===== config.mk =====
export PLATFORM = sky130hd
export DESIGN_NAME = instr_fetch
export DESIGN_NICKNAME = d
export VERILOG_FILES = /design/src/rtl/instr_fetch.sv
export SDC_FILE = /design/constraint.sdc
export NUM_CORES = 1
export LEC_CHECK = 0
export BUFFER_PORTS_ARGS = -buffer_cell sky130_fd_sc_hd__buf_2
export CAP_MARGIN = 30
export CORE_ASPECT_RATIO = 0.7
export CORE_MARGIN = 1.5
export CORE_UTILIZATION = 49
export CTS_CLUSTER_SIZE = 28
export DETAILED_ROUTE_END_ITERATION = 10
export PLACE_DENSITY = 0.77
export SLEW_MARGIN = 20
export SYNTH_ARGS = -nofsm -noshare
export SYNTH_HDL_FRONTEND = slang
export SYNTH_SLANG_ARGS = --single-unit

===== constraint.sdc =====
create_clock -name clk -period 1.7 [get_ports clk]
set_input_delay 0.425 -clock clk [delete_from_list [all_inputs] [get_ports clk]]
set_output_delay 0.425 -clock clk [all_outputs]
set_load 0.05 [all_outputs]

===== src/rtl/instr_fetch.sv =====
// Instruction fetch unit: reads two ROM bytes at pc/pc+1 and offers the
// big-endian 16-bit word on a valid/ready handshake. Optional IFETCH_ALIGN_CHECK_EN.
module instr_fetch #(
  parameter int ADDR_WIDTH = 3
) (
  input  logic                  clk,
  input  logic                  reset,
  input  logic [ADDR_WIDTH-1:0] pc_i,
  input  logic                  flush_i,
  output logic                  pc_advance_o,
  output logic [ADDR_WIDTH-1:0] rom_addr_o,
  output logic                  rom_rd_en_o,
  input  logic [7:0]            rom_data_i,
  output logic [15:0]           instr_o,
  output logic                  instr_valid_o,
  input  logic                  instr_ready_i,
  output logic                  busy_o,
  output logic                  misalign_err_o
);

  typedef enum logic [2:0] {
    S_HI,
    S_LO,
    S_CAP,
`ifdef IFETCH_ALIGN_CHECK_EN
    S_ERR,
`endif
    S_VALID
  } state_t;

  state_t      state_q;
  logic [7:0]  hiByte_q;
  logic [15:0] instr_q;
  logic        instrValid_q;
  logic        inErr;
  logic        accept;

`ifdef IFETCH_ALIGN_CHECK_EN
  logic misalign_q;
  assign inErr          = (state_q == S_ERR);
  assign misalign_err_o = misalign_q;
`else
  assign inErr          = 1'b0;
  assign misalign_err_o = 1'b0;
`endif

  // An accept is suppressed whenever a flush is redirecting the PC.
  assign accept        = (state_q == S_VALID) && instrValid_q && instr_ready_i && !flush_i;
  assign pc_advance_o  = accept;
  assign busy_o        = (state_q != S_VALID);
  assign instr_o       = instr_q;
  assign instr_valid_o = instrValid_q;

  always_comb begin
    rom_addr_o  = '0;
    rom_rd_en_o = 1'b0;
    case (state_q)
      S_HI: begin
        rom_addr_o = pc_i;
`ifdef IFETCH_ALIGN_CHECK_EN
        rom_rd_en_o = !pc_i[0];
`else
        rom_rd_en_o = 1'b1;
`endif
      end
      S_LO: begin
        rom_addr_o  = ADDR_WIDTH'(pc_i + 1'b1);
        rom_rd_en_o = 1'b1;
      end
      default: begin
        rom_addr_o  = '0;
        rom_rd_en_o = 1'b0;
      end
    endcase
  end

  // The error state is terminal: only reset leaves it, flush included.
  always_ff @(posedge clk or posedge reset) begin
    if (reset) begin
      state_q      <= S_HI;
      hiByte_q     <= 8'h00;
      instr_q      <= 16'h0000;
      instrValid_q <= 1'b0;
`ifdef IFETCH_ALIGN_CHECK_EN
      misalign_q   <= 1'b0;
`endif
    end else if (flush_i && !inErr) begin
      state_q      <= S_HI;
      instrValid_q <= 1'b0;
    end else begin
      case (state_q)
        S_HI: begin
`ifdef IFETCH_ALIGN_CHECK_EN
          if (pc_i[0]) begin
            state_q    <= S_ERR;
            misalign_q <= 1'b1;
          end else begin
            state_q <= S_LO;
          end
`else
          state_q <= S_LO;
`endif
        end
        S_LO: begin
          hiByte_q <= rom_data_i;
          state_q  <= S_CAP;
        end
        S_CAP: begin
          instr_q      <= {hiByte_q, rom_data_i};
          instrValid_q <= 1'b1;
          state_q      <= S_VALID;
        end
        S_VALID: begin
          if (instr_ready_i) begin
            instrValid_q <= 1'b0;
            state_q      <= S_HI;
          end
        end
`ifdef IFETCH_ALIGN_CHECK_EN
        S_ERR: begin
          state_q <= S_ERR;
        end
`endif
        default: begin
          state_q <= S_HI;
        end
      endcase
    end
  end

endmodule


==> run summary, run 1 <==
# hold bufs at CTS -> 0
Synth async-reset ratio -> 1.00
WHS -> 0.114 ns
fraction of layout instances using a drive strength above 1 -> 0.692
CP peak stage delay -> 0.44 ns
clock buffer count from CTS -> 3
post-synth top area share -> 0.541
GRT Resource Usage Total -> 0.169
Mapped Cells -> 86
Layout Nets -> 156
post-synthesis to final-layout area growth -> 37.6%
crit path max-delay cell type -> dfrtp_2
# IOs -> 39
unrepaired setup endpoints after global routing -> true
Register-to-Register Path Depth -> 7
htree depth -> 1
Cell Chain, Critical Path -> inv_2 > ha_2 > or2_2 > buf_8
Max Clk Rate -> 522 MHz
PnR worst setup slack -> -0.215 ns
status -> complete, but fails checks
Die ar. -> 0.00286 mm^2
drt drc -> 0
HP Class -> in -> async
DRT iter0 DRCs -> 32
final hold vios -> 0
worst path buffer plus inverter count -> 2
Worst R2R Start -> state_q[0]
syn_area_per_cell -> 14.5 um^2
synthesized cell area -> 0.00125 mm^2
Clock transition at path regs -> 0.16 ns
Fin Clk Skew -> 0.0215 ns
Detail Route Antenna Nets -> 0
area post-placement -> 0.00150 mm^2
Yosys warnings -> 0
initial antenna violation count -> 0
max cap viols -> 0
Max Root-Sink Buffers -> 2
Clock Sink Count -> 27
failing checks -> negative setup slack
startpoint types -> flop
FF+latch count, synth -> 27
Final min period -> 1.91 ns
GP Congestion -> 0.708
top post-synthesis cells by area -> dfrtp_1 (54%), mux2_2 (14%), mux2_4 (12%), ha_1 (7.0%), buf_6 (1.8%)
root buf cell -> clkbuf_4
Post-synth top flop -> dfrtp_1
IO Port Bufs -> 37
Crit Path Class -> reg -> out
Row Count -> 15
total grt overflow -> 0
core footprint -> 0.00244 mm^2
CTS tree -> yes
Setup crit end kind -> primary output
RR Endpoint -> instr_o[12]
vias per cell -> 4.91
vias in the first global route -> 781
Critical Path RT -> 1.27 ns
via count -> 820
Routed WL -> 2620 um
Die Span Y -> 45.2 um
CP max FO -> 4
Post-DP HPWL -> 1720 um
Synth cell types -> 20
Worst-Skew Late Latency -> 0.34 ns
number of flops mapped to enable cells by yosys -> 0
Synth area leader -> dfrtp_1
Worst EP arrival -> 1.49 ns
Initial Util -> 0.512
sequential share of the synthesized area -> 0.541
fin area -> 0.00172 mm^2
FILL cells -> 169
post-DR wirelength/cell -> 15.7 um
syn nets -> 108
post-route clock period utilization -> 1.13
R2R Setup Slk -> 0.02 ns
largest net degree at the start of global routing -> 28
count of final setup violators -> 5
CP top delay family -> flip-flops
# diodes -> 0
die width -> 63.3 um
first-pass iteration count of the detailed router -> 3
global-route wire length before repair -> 3570 um
max-slew violation count -> 0
[stage by stage]
step,util,setup slack [ns],std cells,setup TNS [ns]
6_report,0.704,-0.215,167,-0.902
5_1_grt,0.704,-0.282,167,-1.52
4_1_cts,0.656,-0.212,163,-0.981
3_5_place_dp,0.613,-0.00352,158,-0.00352
3_3_place_gp,0.613,0.0453,158,0
2_1_floorplan,-,0.0552,86,0
[cell families (layout without fill, tap and decap cells)]
family | after synthesis | after routing | share of synthesized area
buffers and inverters | 8 | 55 | 0.0401
and+or+nand+nor | 11 | 11 | 0.0461
other | 1 | 1 | 0.00300
adders and majority gates | 7 | 7 | 0.0701
AOI/OAI and AO/OA | 5 | 5 | 0.0271
muxes | 27 | 27 | 0.273
DFF | 27 | 27 | 0.541
[cells in the final DEF (no fill, tap or decap), types with 2 or more instances in the layout]
| master | synthesis | routed |
|---|---|---|
| mux2_2 | 16 | 9 |
| nand2_1 | 2 | 2 |
| o21ai_2 | 0 | 2 |
| nor2b_4 | 0 | 2 |
| buf_2 | 1 | 31 |
| mux2_4 | 10 | 17 |
| buf_8 | 0 | 4 |
| nor2_1 | 3 | 3 |
| ha_1 | 7 | 2 |
| clkbuf_4 | 0 | 3 |
| ha_2 | 0 | 3 |
| dfrtp_1 | 27 | 26 |
| ha_4 | 0 | 2 |
| buf_4 | 1 | 7 |
| inv_2 | 0 | 3 |
| buf_6 | 2 | 4 |
[worst register-to-register path, cell delays in order, from the launching register on]
cell     delay (ns)
dfrtp_2        0.47
inv_2          0.10
buf_4          0.11
buf_4          0.10
ha_4           0.12
nor2b_4        0.20
buf_6          0.18
mux2_4         0.31
[worst max-delay path by stage]
stage | slack, ns | to | from | cells past startpoint
floorplan | 0.06 | rom_addr_o[2] | state_q[1] | 4
global placement | 0.05 | rom_addr_o[2] | state_q[0] | 5
CTS | -0.21 | rom_addr_o[2] | state_q[0] | 5
detailed placement | -0.004 | rom_addr_o[2] | state_q[0] | 5
finish | -0.21 | rom_rd_en_o | state_q[0] | 4
global route | -0.28 | rom_addr_o[2] | state_q[1] | 6
[registers in the layout, summed over array words and instances (netlist names)]
register,count
instr_o,16
hiByte_q,8
state_q,2
instr_valid_o,1
[synthesized netlist by cell type (2+ instances only)]
library cell / count
buf_6: 2
dfrtp_1: 27
ha_1: 7
inv_1: 4
mux2_2: 16
mux2_4: 10
nand2_1: 2
nor2_1: 3
nor2b_1: 3
o21ai_0: 2
[per-layer routing]
metal  up-vias  wire length (um)  global-route usage  share of wire
li1        390                 -                   -              -
met1       404              1190               0.187           0.45
met2        24              1300               0.320           0.50
met3         2               109              0.0524          0.042
met4         0                18              0.0522         0.0069
met5         -                 0                   0              0
[cell type report]
cell class / instances / area (um^2) / area share
Sequential cell: 27 / 677 / 0.394
Multi-Input combinational cell: 51 / 616 / 0.358
Timing Repair Buffer: 47 / 338 / 0.197
Tap cell: 34 / 42.5 / 0.0248
Clock buffer: 3 / 22.5 / 0.0131
Inverter: 4 / 15.0 / 0.00874
Clock inverter: 1 / 7.51 / 0.00437
[what timing repair did]
| action | in CTS | in global routing |
|---|---|---|
| resized for setup | 23 | 18 |
| endpoints found under the hold margin | 0 | 0 |
| pin swaps | 0 | 3 |
| setup buffers | 1 | 3 |
| cloned | 0 | 1 |
| endpoints found under the setup margin | 6 | 22 |
Power of run 1 is left out: the tool's default activity adds up to more than one toggle a clock period on the data nets, which glitch-free logic cannot reach.
==> inputs of run 2 (changes only) <==
--- a/config.mk
+++ b/config.mk
@@ -12,7 +12,7 @@
 export CORE_UTILIZATION = 49
 export CTS_CLUSTER_SIZE = 28
 export DETAILED_ROUTE_END_ITERATION = 10
-export PLACE_DENSITY = 0.77
+export PLACE_DENSITY = 0.76
 export SLEW_MARGIN = 20
 export SYNTH_ARGS = -nofsm -noshare
 export SYNTH_HDL_FRONTEND = slang
==> run 2 against run 1 <==
  * The run still ends with negative setup slack left
  * Final area hardly changed
  * First-iteration DRC count stayed put
  * Cell count did not move
  * Sequential cell count is the same
  * Hold slack better by 0.021 ns
  * Register-to-register slack got worse by 0.08 ns
  * Core utilization grew 0.051 points
  * Worst setup slack worse by 0.018 ns
  * Die area did not move
  * Clock-buffer cell count is 1 higher
  * Global-route usage grew 2.0 points
  * Via count is 0.12% lower
  * Critical endpoint is now rom_addr_o[2]
  * Largest cell class unchanged
==> run summary, run 2 (same netlist as run 1, synthesis figures left out) <==
total grt overflow -> 0 (unchanged)
Detail Route Antenna Nets -> 0 (unchanged)
startpoint types -> flop (unchanged)
CP top delay family -> flip-flops (unchanged)
via count -> 819 (was 820)
Clock Sink Count -> 27 (unchanged)
post-route clock period utilization -> 1.14 (was 1.13)
count of final setup violators -> 22 (was 5)
# diodes -> 0 (unchanged)
initial antenna violation count -> 0 (unchanged)
GP Congestion -> 0.766 (was 0.708)
Max Root-Sink Buffers -> 2 (unchanged)
Fin Clk Skew -> 0.0121 ns (was 0.0215 ns)
die width -> 63.3 um (unchanged)
GRT Resource Usage Total -> 0.189 (was 0.169)
largest net degree at the start of global routing -> 28 (unchanged)
fin util -> 0.705 (was 0.704)
Worst EP arrival -> 1.51 ns (was 1.49 ns)
Cell Chain, Critical Path -> ha_4 > nor2b_4 > o21ai_2 > o21ai_2 > buf_6 (was inv_2 > ha_2 > or2_2 > buf_8)
PnR worst setup slack -> -0.232 ns (was -0.215 ns)
dpl cells -> 157 (was 158)
Critical Path RT -> 1.27 ns (about the same)
htree depth -> 1 (unchanged)
Crit Path Class -> reg -> out (unchanged)
Die Span Y -> 45.2 um (unchanged)
Die ar. -> 0.00286 mm^2 (unchanged)
global-route wire length before repair -> 4000 um (was 3570 um)
vias per cell -> 4.90 (was 4.91)
critical path's most frequent cell -> o21ai_2
HP Class -> in -> async (unchanged)
max cap viols -> 0 (unchanged)
CP peak stage delay -> 0.47 ns (was 0.44 ns)
Non-Filler Instances -> 167 (unchanged)
status -> complete, but fails checks (unchanged)
leading cell type in the layout, fill and taps excluded -> buf_2 (unchanged)
core footprint -> 0.00244 mm^2 (unchanged)
Layout Nets -> 156 (unchanged)
worst path buffer plus inverter count -> 1 (was 2)
crit path max-delay cell type -> dfrtp_2 (unchanged)
Setup crit end kind -> primary output (unchanged)
Final min period -> 1.93 ns (was 1.91 ns)
clock buffer count from CTS -> 3 (unchanged)
Row Count -> 15 (unchanged)
DRT iter0 DRCs -> 32 (unchanged)
most frequent cells in the layout -> buf_2 (31), dfrtp_1 (26), mux2_2 (15), mux2_4 (11), buf_4 (7) (was buf_2 (31), dfrtp_1 (26), mux2_4 (17), mux2_2 (9), buf_4 (7))
max-slew violation count -> 0 (unchanged)
Initial Util -> 0.512 (unchanged)
root buf cell -> clkbuf_4 (unchanged)
IO Port Bufs -> 37 (unchanged)
Max Clk Rate -> 517 MHz (was 522 MHz)
failing checks -> negative setup slack (unchanged)
final hold vios -> 0 (unchanged)
Worst R2R Start -> state_q[0] (unchanged)
# IOs -> 39 (unchanged)
drt drc -> 0 (unchanged)
vias in the first global route -> 816 (was 781)
Worst-Skew Late Latency -> 0.32 ns (was 0.34 ns)
R2R Setup Slk -> -0.06 ns (was 0.02 ns)
Post-DP HPWL -> 1580 um (was 1720 um)
Register-to-Register Path Depth -> 6 (was 7)
max FFs per register -> 16 (unchanged)
RR Endpoint -> instr_o[9] (was instr_o[12])
first-pass iteration count of the detailed router -> 4 (was 3)
Routed WL -> 2700 um (was 2620 um)
CTS tree -> yes (unchanged)
post-synthesis to final-layout area growth -> 37.7% (was 37.6%)
CP max FO -> 6 (was 4)
unrepaired setup endpoints after global routing -> true (unchanged)
post-DR wirelength/cell -> 16.2 um (was 15.7 um)
fraction of layout instances using a drive strength above 1 -> 0.684 (was 0.692)
Clock transition at path regs -> 0.14 ns (was 0.16 ns)
==> run 2: through the flow <==
stage          hold slack (ns)  TNS [ns]  setup slack (ns)  cell area [um^2]
2_1_floorplan            0.477         0            0.0552              1260
3_3_place_gp             0.483         0            0.0460              1500
3_5_place_dp             0.489  -0.00660          -0.00660              1500
4_1_cts                  0.145     -1.26            -0.218              1640
5_1_grt                  0.151     -3.06            -0.299              1720
6_report                 0.135     -1.67            -0.232              1720
==> run 2: routing by layer <==
| metal | GRT usage | share of wire | routed length, um |
|---|---|---|---|
| met5 | 0 | 0 | 0 |
| met4 | 0.0739 | 0.013 | 36 |
| met3 | 0.0549 | 0.038 | 102 |
| met2 | 0.335 | 0.51 | 1380 |
| met1 | 0.225 | 0.44 | 1180 |
==> run 2: area by class of cell <==
type	count	area [um^2]
Clock buffer	4	26.3
Fill cell	167	721
Inverter	4	15.0
Multi-Input combinational cell	51	616
Sequential cell	27	677
Tap cell	34	42.5
Timing Repair Buffer	47	343
==> run 2: how the worst max path moves through the flow <==
| stage | from | end | slack [ns] | depth (start not counted) |
|---|---|---|---|---|
| after global routing | state_q[0] | pc_advance_o | -0.30 | 5 |
| after CTS | state_q[1] | pc_advance_o | -0.22 | 5 |
| final | state_q[0] | rom_addr_o[2] | -0.23 | 5 |
| after detailed placement | state_q[0] | rom_addr_o[2] | -0.007 | 5 |
| after floorplan | state_q[1] | rom_addr_o[2] | 0.06 | 4 |
| after global placement | pc_i[0] | rom_addr_o[2] | 0.05 | 6 |
==> run 2: tightest hold or removal path, delay by kind of cell <==
kind / cells / cell delay, ns
buffers and inverters: 3 / 0.45
==> run 2: what timing repair did <==
| item | 4_1_cts | 5_1_grt |
|---|---|---|
| buffers inserted | 2 | 3 |
| pin swaps | 3 | 4 |
| cloned | 0 | 1 |
| endpoints found under the setup margin | 6 | 22 |
| resized for setup | 27 | 9 |
| hold buffers | 0 | 0 |
Power of run 2 is left out for the same reason.
